--- config.mk ---
export PLATFORM = sky130hd
export DESIGN_NAME = mw93_eeprom_ctrl
export DESIGN_NICKNAME = d
export VERILOG_FILES = /design/src/rtl/mw93_eeprom_ctrl.sv
export SDC_FILE = /design/constraint.sdc
export NUM_CORES = 1
export LEC_CHECK = 0
export CAP_MARGIN = 30
export CORE_MARGIN = 2
export CORE_UTILIZATION = 60
export CTS_CLUSTER_SIZE = 14
export DETAILED_ROUTE_END_ITERATION = 8
export MAX_ROUTING_LAYER = met4
export PLACE_DENSITY = 0.9
export RECOVER_POWER = 50
export SYNTH_ARGS = -nofsm -noshare
export SYNTH_HDL_FRONTEND = slang
export SYNTH_SLANG_ARGS = --single-unit
--- constraint.sdc ---
create_clock -name clk -period 2.85 [get_ports clk]
set_input_delay 0.4275 -clock clk [delete_from_list [all_inputs] [get_ports clk]]
set_output_delay 0.4275 -clock clk [all_outputs]
set_load 0.01 [all_outputs]
--- src/rtl/mw93_eeprom_ctrl.sv ---
// Microwire (93xx, x16) EEPROM command sequencer with a single request/response handshake.
// Optional build macro EE_DUMMY_CHECK_EN: flag a READ whose dummy-0 bit was sampled as 1.
module mw93_eeprom_ctrl #(
  parameter int unsigned ADDR_W       = 6,
  parameter int unsigned DATA_W       = 16,
  parameter int unsigned CLK_DIV      = 4,
  parameter int unsigned BUSY_TIMEOUT = 4096
) (
  input  logic              clk,
  input  logic              rst,
  input  logic              req_valid,
  output logic              req_ready,
  input  logic [2:0]        req_op,
  input  logic [ADDR_W-1:0] req_addr,
  input  logic [DATA_W-1:0] req_wdata,
  output logic              rsp_valid,
  output logic [DATA_W-1:0] rsp_rdata,
  output logic              rsp_err,
  output logic              ee_cs,
  output logic              ee_sk,
  output logic              ee_di,
  input  logic              ee_do,
  output logic              busy
);

  localparam int unsigned FrameW  = 3 + ADDR_W + DATA_W;
  localparam int unsigned CmdBits = 3 + ADDR_W;
  localparam int unsigned BitW    = $clog2(FrameW + 1);
  localparam int unsigned DivW    = $clog2(2 * CLK_DIV + 1);
  localparam int unsigned PollW   = $clog2(BUSY_TIMEOUT + 1);

  localparam logic [BitW-1:0]  CmdLast   = BitW'(CmdBits - 1);
  localparam logic [BitW-1:0]  FrameLast = BitW'(FrameW - 1);
  localparam logic [DivW-1:0]  DivLast   = DivW'(2 * CLK_DIV - 1);
  localparam logic [DivW-1:0]  SkHigh    = DivW'(CLK_DIV);
  localparam logic [PollW-1:0] PollLast  = PollW'(BUSY_TIMEOUT - 1);

  localparam logic [2:0] StIdle  = 3'd0;
  localparam logic [2:0] StShift = 3'd1;
  localparam logic [2:0] StRdata = 3'd2;
  localparam logic [2:0] StCslow = 3'd3;
  localparam logic [2:0] StPoll  = 3'd4;
  localparam logic [2:0] StDone  = 3'd5;

  localparam logic [2:0] OpRead  = 3'd0;
  localparam logic [2:0] OpWrite = 3'd1;
  localparam logic [2:0] OpErase = 3'd2;
  localparam logic [2:0] OpEwen  = 3'd3;
  localparam logic [2:0] OpEwds  = 3'd4;

  logic [2:0]        state_q, state_d;
  logic [2:0]        op_q, op_d;
  logic [FrameW-1:0] frame_q, frame_d, frame_v;
  logic [BitW-1:0]   last_q, last_d;
  logic [BitW-1:0]   bit_q, bit_d;
  logic [DivW-1:0]   div_q, div_d;
  logic [PollW-1:0]  poll_q, poll_d;
  logic              cs_q, cs_d;
  logic              di_q, di_d;
  logic [DATA_W-1:0] shin_q, shin_d;
  logic [DATA_W-1:0] rdata_q, rdata_d;
  logic              err_q, err_d;
  logic              op_ok;
  logic              read_err;
`ifdef EE_DUMMY_CHECK_EN
  logic              dummy_q, dummy_d;
  assign read_err = dummy_q;
`else
  assign read_err = 1'b0;
`endif

  always_comb begin
    state_d = state_q;
    op_d    = op_q;
    frame_d = frame_q;
    last_d  = last_q;
    bit_d   = bit_q;
    div_d   = div_q;
    poll_d  = poll_q;
    cs_d    = cs_q;
    di_d    = di_q;
    shin_d  = shin_q;
    rdata_d = rdata_q;
    err_d   = err_q;
    frame_v = '0;
    op_ok   = 1'b1;
`ifdef EE_DUMMY_CHECK_EN
    dummy_d = dummy_q;
`endif
    unique case (state_q)
      StIdle: begin
        last_d = CmdLast;
        case (req_op)
          OpRead:  begin
            frame_v = {3'b110, req_addr, {DATA_W{1'b0}}};
            last_d  = FrameLast;
          end
          OpWrite: begin
            frame_v = {3'b101, req_addr, req_wdata};
            last_d  = FrameLast;
          end
          OpErase: frame_v = {3'b111, req_addr, {DATA_W{1'b0}}};
          OpEwen:  frame_v = {3'b100, 2'b11, {(ADDR_W - 2){1'b0}}, {DATA_W{1'b0}}};
          OpEwds:  frame_v = {3'b100, {ADDR_W{1'b0}}, {DATA_W{1'b0}}};
          default: op_ok = 1'b0;
        endcase
        if (req_valid) begin
          op_d  = req_op;
          bit_d = '0;
          div_d = '0;
          if (op_ok) begin
            // First bit goes out immediately; the rest shift from frame_q.
            state_d = StShift;
            cs_d    = 1'b1;
            di_d    = frame_v[FrameW-1];
            frame_d = frame_v << 1;
            shin_d  = '0;
          end else begin
            state_d = StDone;
            err_d   = 1'b1;
            rdata_d = '0;
          end
        end
      end
      StShift, StRdata: begin
        div_d = div_q + 1'b1;
        if (div_q == DivLast) begin
          div_d = '0;
`ifdef EE_DUMMY_CHECK_EN
          if (bit_q == CmdLast) dummy_d = ee_do;
`endif
          if (state_q == StRdata) shin_d = {shin_q[DATA_W-2:0], ee_do};
          if (bit_q == last_q) begin
            cs_d = 1'b0;
            di_d = 1'b0;
            if (op_q == OpWrite || op_q == OpErase) begin
              state_d = StCslow;
            end else begin
              state_d = StDone;
              rdata_d = (op_q == OpRead) ? {shin_q[DATA_W-2:0], ee_do} : '0;
              err_d   = (op_q == OpRead) ? read_err : 1'b0;
            end
          end else begin
            bit_d   = bit_q + 1'b1;
            di_d    = frame_q[FrameW-1];
            frame_d = frame_q << 1;
            if (bit_q == CmdLast && op_q == OpRead) state_d = StRdata;
          end
        end
      end
      StCslow: begin
        div_d = div_q + 1'b1;
        if (div_q == DivLast) begin
          div_d   = '0;
          state_d = StPoll;
          cs_d    = 1'b1;
          poll_d  = '0;
        end
      end
      StPoll: begin
        if (ee_do || poll_q == PollLast) begin
          state_d = StDone;
          cs_d    = 1'b0;
          err_d   = ~ee_do;
          rdata_d = '0;
        end else begin
          poll_d = poll_q + 1'b1;
        end
      end
      StDone:  state_d = StIdle;
      default: state_d = StIdle;
    endcase
  end

  always_ff @(posedge clk) begin
    if (rst) begin
      state_q <= StIdle;
      op_q    <= OpRead;
      frame_q <= '0;
      last_q  <= '0;
      bit_q   <= '0;
      div_q   <= '0;
      poll_q  <= '0;
      cs_q    <= 1'b0;
      di_q    <= 1'b0;
      shin_q  <= '0;
      rdata_q <= '0;
      err_q   <= 1'b0;
`ifdef EE_DUMMY_CHECK_EN
      dummy_q <= 1'b0;
`endif
    end else begin
      state_q <= state_d;
      op_q    <= op_d;
      frame_q <= frame_d;
      last_q  <= last_d;
      bit_q   <= bit_d;
      div_q   <= div_d;
      poll_q  <= poll_d;
      cs_q    <= cs_d;
      di_q    <= di_d;
      shin_q  <= shin_d;
      rdata_q <= rdata_d;
      err_q   <= err_d;
`ifdef EE_DUMMY_CHECK_EN
      dummy_q <= dummy_d;
`endif
    end
  end

  assign req_ready = (state_q == StIdle);
  assign busy      = (state_q != StIdle);
  assign ee_cs     = cs_q;
  assign ee_di     = di_q;
  assign ee_sk     = (state_q == StShift || state_q == StRdata) && (div_q >= SkHigh);
  assign rsp_valid = (state_q == StDone);
  assign rsp_err   = rsp_valid & err_q;
  assign rsp_rdata = rdata_q;

endmodule

======== After elaboration in Yosys (flattened, before gate mapping) ========
Cells that the tools add are included.
storage, ports and cells
  output and inout port bits .............. 23
  flip-flop bits (word level) ............. 92
  input bits .............................. 29
operators by class
  equal/unequal tests ..................... 27
  bitwise logic cells ..................... 2
  $lt $le $gt $ge ......................... 1
  reduce and logical (&&, ||, !) cells .... 28
  add/sub/neg operators ................... 3
  muxes and demuxes ....................... 60
operator list
  cell                                                                number
  25-bit one-hot mux with 5 select lines                              1
  16-bit two-way mux                                                  7
  25-bit two-way mux                                                  4
  15-bit two-way mux                                                  4
  25-bit one-hot mux with 2 select lines                              1
  16-bit one-hot mux with 3 select lines                              1
  15-bit one-hot mux with 2 select lines                              1
  13-bit two-way mux                                                  2
  13-bit one-hot mux with 2 select lines                              1
  3-bit two-way mux                                                   8
  5-bit two-way mux                                                   4
  2-bit != test (second input constant)                               10
  1-bit two-way mux                                                   18
  3-bit by 2-bit == test with 1-bit output (second input constant)    5
  5-bit AND reduction                                                 3
  7-bit AND reduction                                                 2
  13-bit by 1-bit adder with 13-bit output (second input constant)    1
  13-bit by 12-bit == test with 1-bit output (second input constant)  1
  3-bit one-hot mux with 4 select lines                               1
  5-bit one-hot mux with 2 select lines                               1
  3-bit by 1-bit == test with 1-bit output (second input constant)    3
  3-bit == test (second input constant)                               3
  3-bit logical NOT                                                   3
  4-bit two-way mux                                                   2
  other kinds (25)                                                    34

======== Depth between registers and ports, before layout ========
  word-level depth ........................ 7
  gate-level depth with buffers ........... 8

======== Worst setup path after synthesis ========
OpenSTA, ideal clock, no wires.
  path kind ............................... reg2reg
  start ................................... reg div_q[0]
  end ..................................... reg rdata_q[0], in the netlist rsp_rdata[0]
  slack ................................... 0.956 ns
  cell stages (with the launch flop) ...... 9
  path buffers ............................ 2
  arrival ................................. 1.835 ns
  period minus slack after synthesis ...... 1.894 ns
  cell sequence ........................... dfxtp_1 ha_1 and3b_1 buf_4 nand2_1 or3_4 nor3_4 buf_6 a22o_1
between the ends
  word-level cells in the longest chain between the ends .. 3
RTL lines
  what                                      line  source
  start: declaration                        56    logic [DivW-1:0] div_q, div_d;
  start signal: assignment                  198   div_q <= div_d;
  4-bit by 3-bit == test with 1-bit output  127   if (div_q == DivLast) begin
  2-bit != test (no line)                   n/a
  7-bit AND reduction (no line)             n/a
  end signal: assignment                    203   rdata_q <= rdata_d;
  end: declaration                          61    logic [DATA_W-1:0] rdata_q, rdata_d;
Every way passes these cells.
A chain may end at the register's enable or synchronous reset.

======== Worst setup path after layout ========
  start ................................... reg state_q[1]
  end ..................................... out ee_sk
between the ends
  word-level cells in the longest chain between the ends .. 3
  elaborated cells between the ends (all ways) .. 4
RTL lines
  what                                                                                                  line  source
  start: declaration                                                                                    51    logic [2:0] state_q, state_d;
  start signal: assignment                                                                              177   state_q <= StIdle;
  start signal: assignment                                                                              193   state_q <= state_d;
  3-bit by 1-bit == test with 1-bit output or 3-bit by 2-bit == test with 1-bit output (tied branches)  215   assign ee_sk = (state_q == StShift || state_q == StRdata) && (div_q >= SkHigh);
  1-bit logical OR *                                                                                    215
  1-bit logical AND *                                                                                   215
  end: declaration                                                                                      20    output logic ee_sk,
Every way passes the cells marked *; elsewhere a longest branch is shown, timed or not.

==> impl_metrics.prom <==
# TYPE chip_impl_metric gauge
chip_impl_info{name="status",value="complete, no violations"} 1
chip_impl_metric{name="std_cell_rows",unit=""} 30
chip_impl_metric{name="finalWorstPathRequiredPeriod",unit="ps"} 2624
chip_impl_metric{name="leakagePower",unit="nW"} 1.688
chip_impl_metric{name="grt_pass1_vias",unit=""} 3647
chip_impl_info{name="setup.worst_path.end_class",value="output port"} 1
chip_impl_metric{name="insertedDiodeCount",unit=""} 0
chip_impl_metric{name="holdPathStages",unit=""} 2
chip_impl_metric{name="whs",unit="ps"} 456.4
chip_impl_metric{name="fin_crit_sh",unit="%"} 92.08
chip_impl_metric{name="report.final.slew_viol_count",unit=""} 0
chip_impl_metric{name="die_width",unit="um"} 87.78
chip_impl_metric{name="synth_fp_nets",unit=""} 522
chip_impl_metric{name="insertion_delay",unit="ps"} 360
chip_impl_info{name="cts_tree",value="yes"} 1
chip_impl_metric{name="worst_ep_arrival_time",unit="ps"} 2200
chip_impl_metric{name="ys_warn_count",unit=""} 0
chip_impl_metric{name="worst-slew-pin-transition",unit="ps"} 719.6
chip_impl_metric{name="drc_violation_count_after_routing",unit=""} 0
chip_impl_metric{name="cts_inserted_buffers",unit=""} 9
chip_impl_metric{name="post_synth_num_cell_types",unit=""} 65
chip_impl_metric{name="hpwl_detailed",unit="um"} 6623
chip_impl_metric{name="drt-pass1-iter-count",unit=""} 5
chip_impl_metric{name="rr_worst_depth",unit=""} 7
chip_impl_metric{name="synth_edf_count",unit=""} 0
chip_impl_metric{name="pint",unit="mW"} 2.334
chip_impl_metric{name="power.density",unit="nW/um^2"} 776.0
chip_impl_metric{name="buffer_ports.inserted",unit=""} 51
chip_impl_metric{name="max_cap_viol_count",unit=""} 0
chip_impl_metric{name="h-tree-depth",unit=""} 3
chip_impl_metric{name="totalWireLength",unit="um"} 10030
chip_impl_metric{name="fin_worst_skew",unit="ps"} 13.09
chip_impl_info{name="cts_root_buffer",value="clkbuf_8"} 1
chip_impl_metric{name="grt_first_pass_wirelength",unit="um"} 16680
chip_impl_metric{name="avgViaCountPerCell",unit=""} 6.299
chip_impl_metric{name="seqPwrFrac",unit="%"} 40.5
chip_impl_metric{name="ys_seq_elements",unit=""} 88
chip_impl_metric{name="setup-violations-final",unit=""} 0
chip_impl_metric{name="place.detailed.instances",unit=""} 610
chip_impl_metric{name="synth-async-reset-ratio",unit="%"} 0
chip_impl_metric{name="routed_wire_length_per_instance",unit="um"} 16.02
chip_impl_metric{name="stdcell_area",unit="um^2"} 4913
chip_impl_metric{name="slew_headroom",unit="%"} 52.03
chip_impl_metric{name="ctsLongestPathBuffers",unit=""} 2
chip_impl_metric{name="number_of_non_filler_instances_in_the_completed_layout",unit=""} 626
chip_impl_metric{name="max_freq",unit="MHz"} 381.1
chip_impl_info{name="whs_endpoint",value="shin_q[14]"} 1
chip_impl_metric{name="cp_data_required_time",unit="ps"} 2420
chip_impl_metric{name="post-route-util",unit="%"} 72.32
chip_impl_metric{name="post-place-ws",unit="ps"} 347.0
chip_impl_metric{name="starting_density",unit="%"} 61.99
chip_impl_metric{name="nNetsFinal",unit=""} 558
chip_impl_metric{name="switching_power",unit="mW"} 1.479
chip_impl_metric{name="cts.reportedPaths.clkPinSlew",unit="ps"} 90
chip_impl_metric{name="power.total",unit="mW"} 3.813
chip_impl_info{name="crit-reg2reg-capture",value="rsp_rdata[14]"} 1
chip_impl_metric{name="layout-drive-gt1-share",unit="%"} 8.679
chip_impl_metric{name="cts_setup_buffers",unit=""} 0
chip_impl_metric{name="number_of_antenna_violations_at_the_first_check_in_global_routing",unit=""} 0
chip_impl_metric{name="synth_cells",unit=""} 489
chip_impl_metric{name="clockPowerShare",unit="%"} 23.7
chip_impl_metric{name="largest_net_degree_at_the_start_of_global_routing",unit=""} 53
chip_impl_metric{name="final.setup.tns",unit="ps"} 0
chip_impl_metric{name="nFillCells",unit=""} 536
chip_impl_metric{name="final.setup.worst_slack",unit="ps"} 225.7
chip_impl_metric{name="route.vias.total",unit=""} 3943
chip_impl_metric{name="dieArea",unit="um^2"} 7705
chip_impl_info{name="synth-main-ff-cell",value="dfxtp_1"} 1
chip_impl_metric{name="fraction_of_the_yosys_area_taken_by_sequential_cells",unit="%"} 41.83
chip_impl_metric{name="power.switching_fraction",unit="%"} 38.79
chip_impl_metric{name="placeableCoreArea",unit="um^2"} 6794
chip_impl_metric{name="avgSynthCellArea",unit="um^2"} 8.613
chip_impl_metric{name="design.portCount",unit=""} 52
chip_impl_metric{name="grt-ovfl-total",unit=""} 0
chip_impl_metric{name="iter_0_drt_violations",unit=""} 259
chip_impl_info{name="rsz0062_at_grt",value="false"} 1
chip_impl_metric{name="flow.area_growth_from_synthesis",unit="%"} 16.67
chip_impl_metric{name="cts.sink_count",unit=""} 88
chip_impl_info{name="worst-setup-path-type",value="reg -> out"} 1
chip_impl_metric{name="ir_drop",unit="mV"} 0.3838
chip_impl_metric{name="grt.total_usage",unit="%"} 28.00
chip_impl_metric{name="dpl_cell_area",unit="um^2"} 4740
chip_impl_metric{name="cp_max_fo",unit=""} 19
chip_impl_info{name="hold_wc_startpoint",value="shin_q[14]"} 1
chip_impl_metric{name="setup.reg_to_reg.worst_slack",unit="ps"} 430
chip_impl_info{name="hold_path.class",value="reg -> reg"} 1
chip_impl_metric{name="drtAntennaViolNets",unit=""} 0
chip_impl_metric{name="die_y_extent",unit="um"} 87.78
chip_impl_metric{name="globalplace.congestion",unit=""} 0.9137
chip_impl_metric{name="synth_area",unit="um^2"} 4212
chip_impl_metric{name="holdBufCountCts",unit=""} 0
chip_impl_info{name="rr_startpoint",value="state_q[1]"} 1
chip_impl_metric{name="hold_violations",unit=""} 0
chip_impl_info{name="critical_path.startpoint_type",value="register"} 1
chip_impl_metric{name="pwr-share-comb",unit="%"} 35.8
==> synth_stat cells (all sizes together) (2+ instances only) <==
cell type / count / area, um^2
or2: 2 / 12.52
dfxtp: 88 / 1762
a22oi: 17 / 127.6
o311ai: 2 / 17.52
o21a: 2 / 15.01
nand2: 43 / 161.4
o21ai: 14 / 70.07
nor2: 34 / 137.6
nor3: 37 / 196.4
clkbuf: 16 / 60.06
or3: 4 / 30.03
a22o: 16 / 140.1
a311oi: 3 / 26.28
a31oi: 4 / 25.02
nor4: 2 / 12.51
o2111ai: 2 / 23.77
buf: 23 / 140.1
nand4: 3 / 18.77
nand3: 26 / 130.1
nor3b: 4 / 35.03
a211oi: 29 / 217.7
inv: 8 / 30.03
nor2b: 3 / 18.77
and2: 4 / 25.02
ha: 4 / 50.05
mux2i: 3 / 30.03
nand3b: 3 / 22.52
xnor2: 8 / 92.59
and3: 6 / 37.54
a32oi: 2 / 17.52
a41oi: 3 / 26.28
a21oi: 52 / 267.8
o31a: 2 / 17.52
==> critical path, stage by stage (launching register included) <==
cell and delay (ps):
dfxtp_1 690, xnor2_1 280, nor2_4 200, o21a_1 140, clkdlybuf4s50_1 530
==> state kept, by name (all words and copies together) (netlist names) <==
| name | flops |
|---|---|
| bit_q | 5 |
| div_q | 4 |
| ee_cs | 1 |
| ee_di | 1 |
| err_q | 1 |
| frame_q | 24 |
| last_q | 2 |
| op_q | 3 |
| poll_q | 13 |
| rsp_rdata | 16 |
| shin_q | 15 |
| state_q | 3 |
==> worst max path at each step <==
| stage | end | startpoint | cells past startpoint | slack [ps] |
|---|---|---|---|---|
| 2_1_floorplan | rsp_rdata[0] | div_q[0] | 8 | 960 |
| 3_3_place_gp | rsp_rdata[13] | req_op[0] | 6 | 440 |
| 3_5_place_dp | rsp_rdata[14] | req_op[2] | 6 | 350 |
| 4_1_cts | rsp_err | state_q[0] | 4 | 110 |
| 5_1_grt | ee_sk | state_q[1] | 4 | 90 |
| 6_report | ee_sk | state_q[1] | 4 | 230 |
==> logic make-up after synthesis <==
group | after synthesis | synth area share (%)
DFF | 88 | 41.83
buffers and inverters | 47 | 5.466
muxes | 4 | 0.9804
xor gates and xnor gates | 8 | 2.198
adders and majority gates | 4 | 1.188
AOI/OAI and AO/OA | 160 | 26.65
and+or+nand+nor | 178 | 21.69
==> layer usage <==
layer  track usage [%]  vias to the layer above  wire [um]  share of wire [%]
li1                  -                     1889          -                  -
met1             34.89                     1876       4335                 43
met2             44.28                      150       4900                 49
met3             6.032                       28        565                5.6
met4             11.19                        0        225                2.2
met5                 -                        -          0                  0
==> layout make-up <==
class                           count  area (um^2)  share of cell area [%]
Multi-Input combinational cell    354         2191                   44.59
Inverter                            8        30.03                  0.6112
Timing Repair Buffer               64        596.8                   12.15
Sequential cell                    88         1763                   35.88
Clock inverter                      6        75.07                   1.528
Tap cell                           96        120.1                   2.445
Clock buffer                       10        137.6                   2.801
==> cell usage in the layout, fill, tap and decap left out, types with 14 or more instances in the layout <==
cell type	synthesis	final
dfxtp_1	88	87
nand3_1	26	26
a211oi_1	29	29
o21ai_0	14	14
a22o_1	16	16
dlygate4sd3_1	0	19
nor3_1	36	36
a21oi_1	50	50
nor2_1	32	33
a22oi_1	17	17
nand2_1	43	43
clkdlybuf4s50_1	0	31
==> power by group through the flow <==
| stage | clock network [mW] | registers [mW] | logic [mW] |
|---|---|---|---|
| after global placement | 0 | 1.56 | 1.30 |
| after global routing | 0.977 | 1.56 | 1.49 |
| after CTS | 0.917 | 1.54 | 1.36 |
| after detailed placement | 0 | 1.57 | 1.35 |
| after floorplan | 0 | 1.50 | 1.05 |
| final | 0.904 | 1.54 | 1.37 |
==> what timing repair did <==
action,4_1_cts,5_1_grt
gates resized for setup,0,1
endpoints found under the setup margin,0,1
hold endpoints to repair,0,0
(Power assumes the default switching activity.)
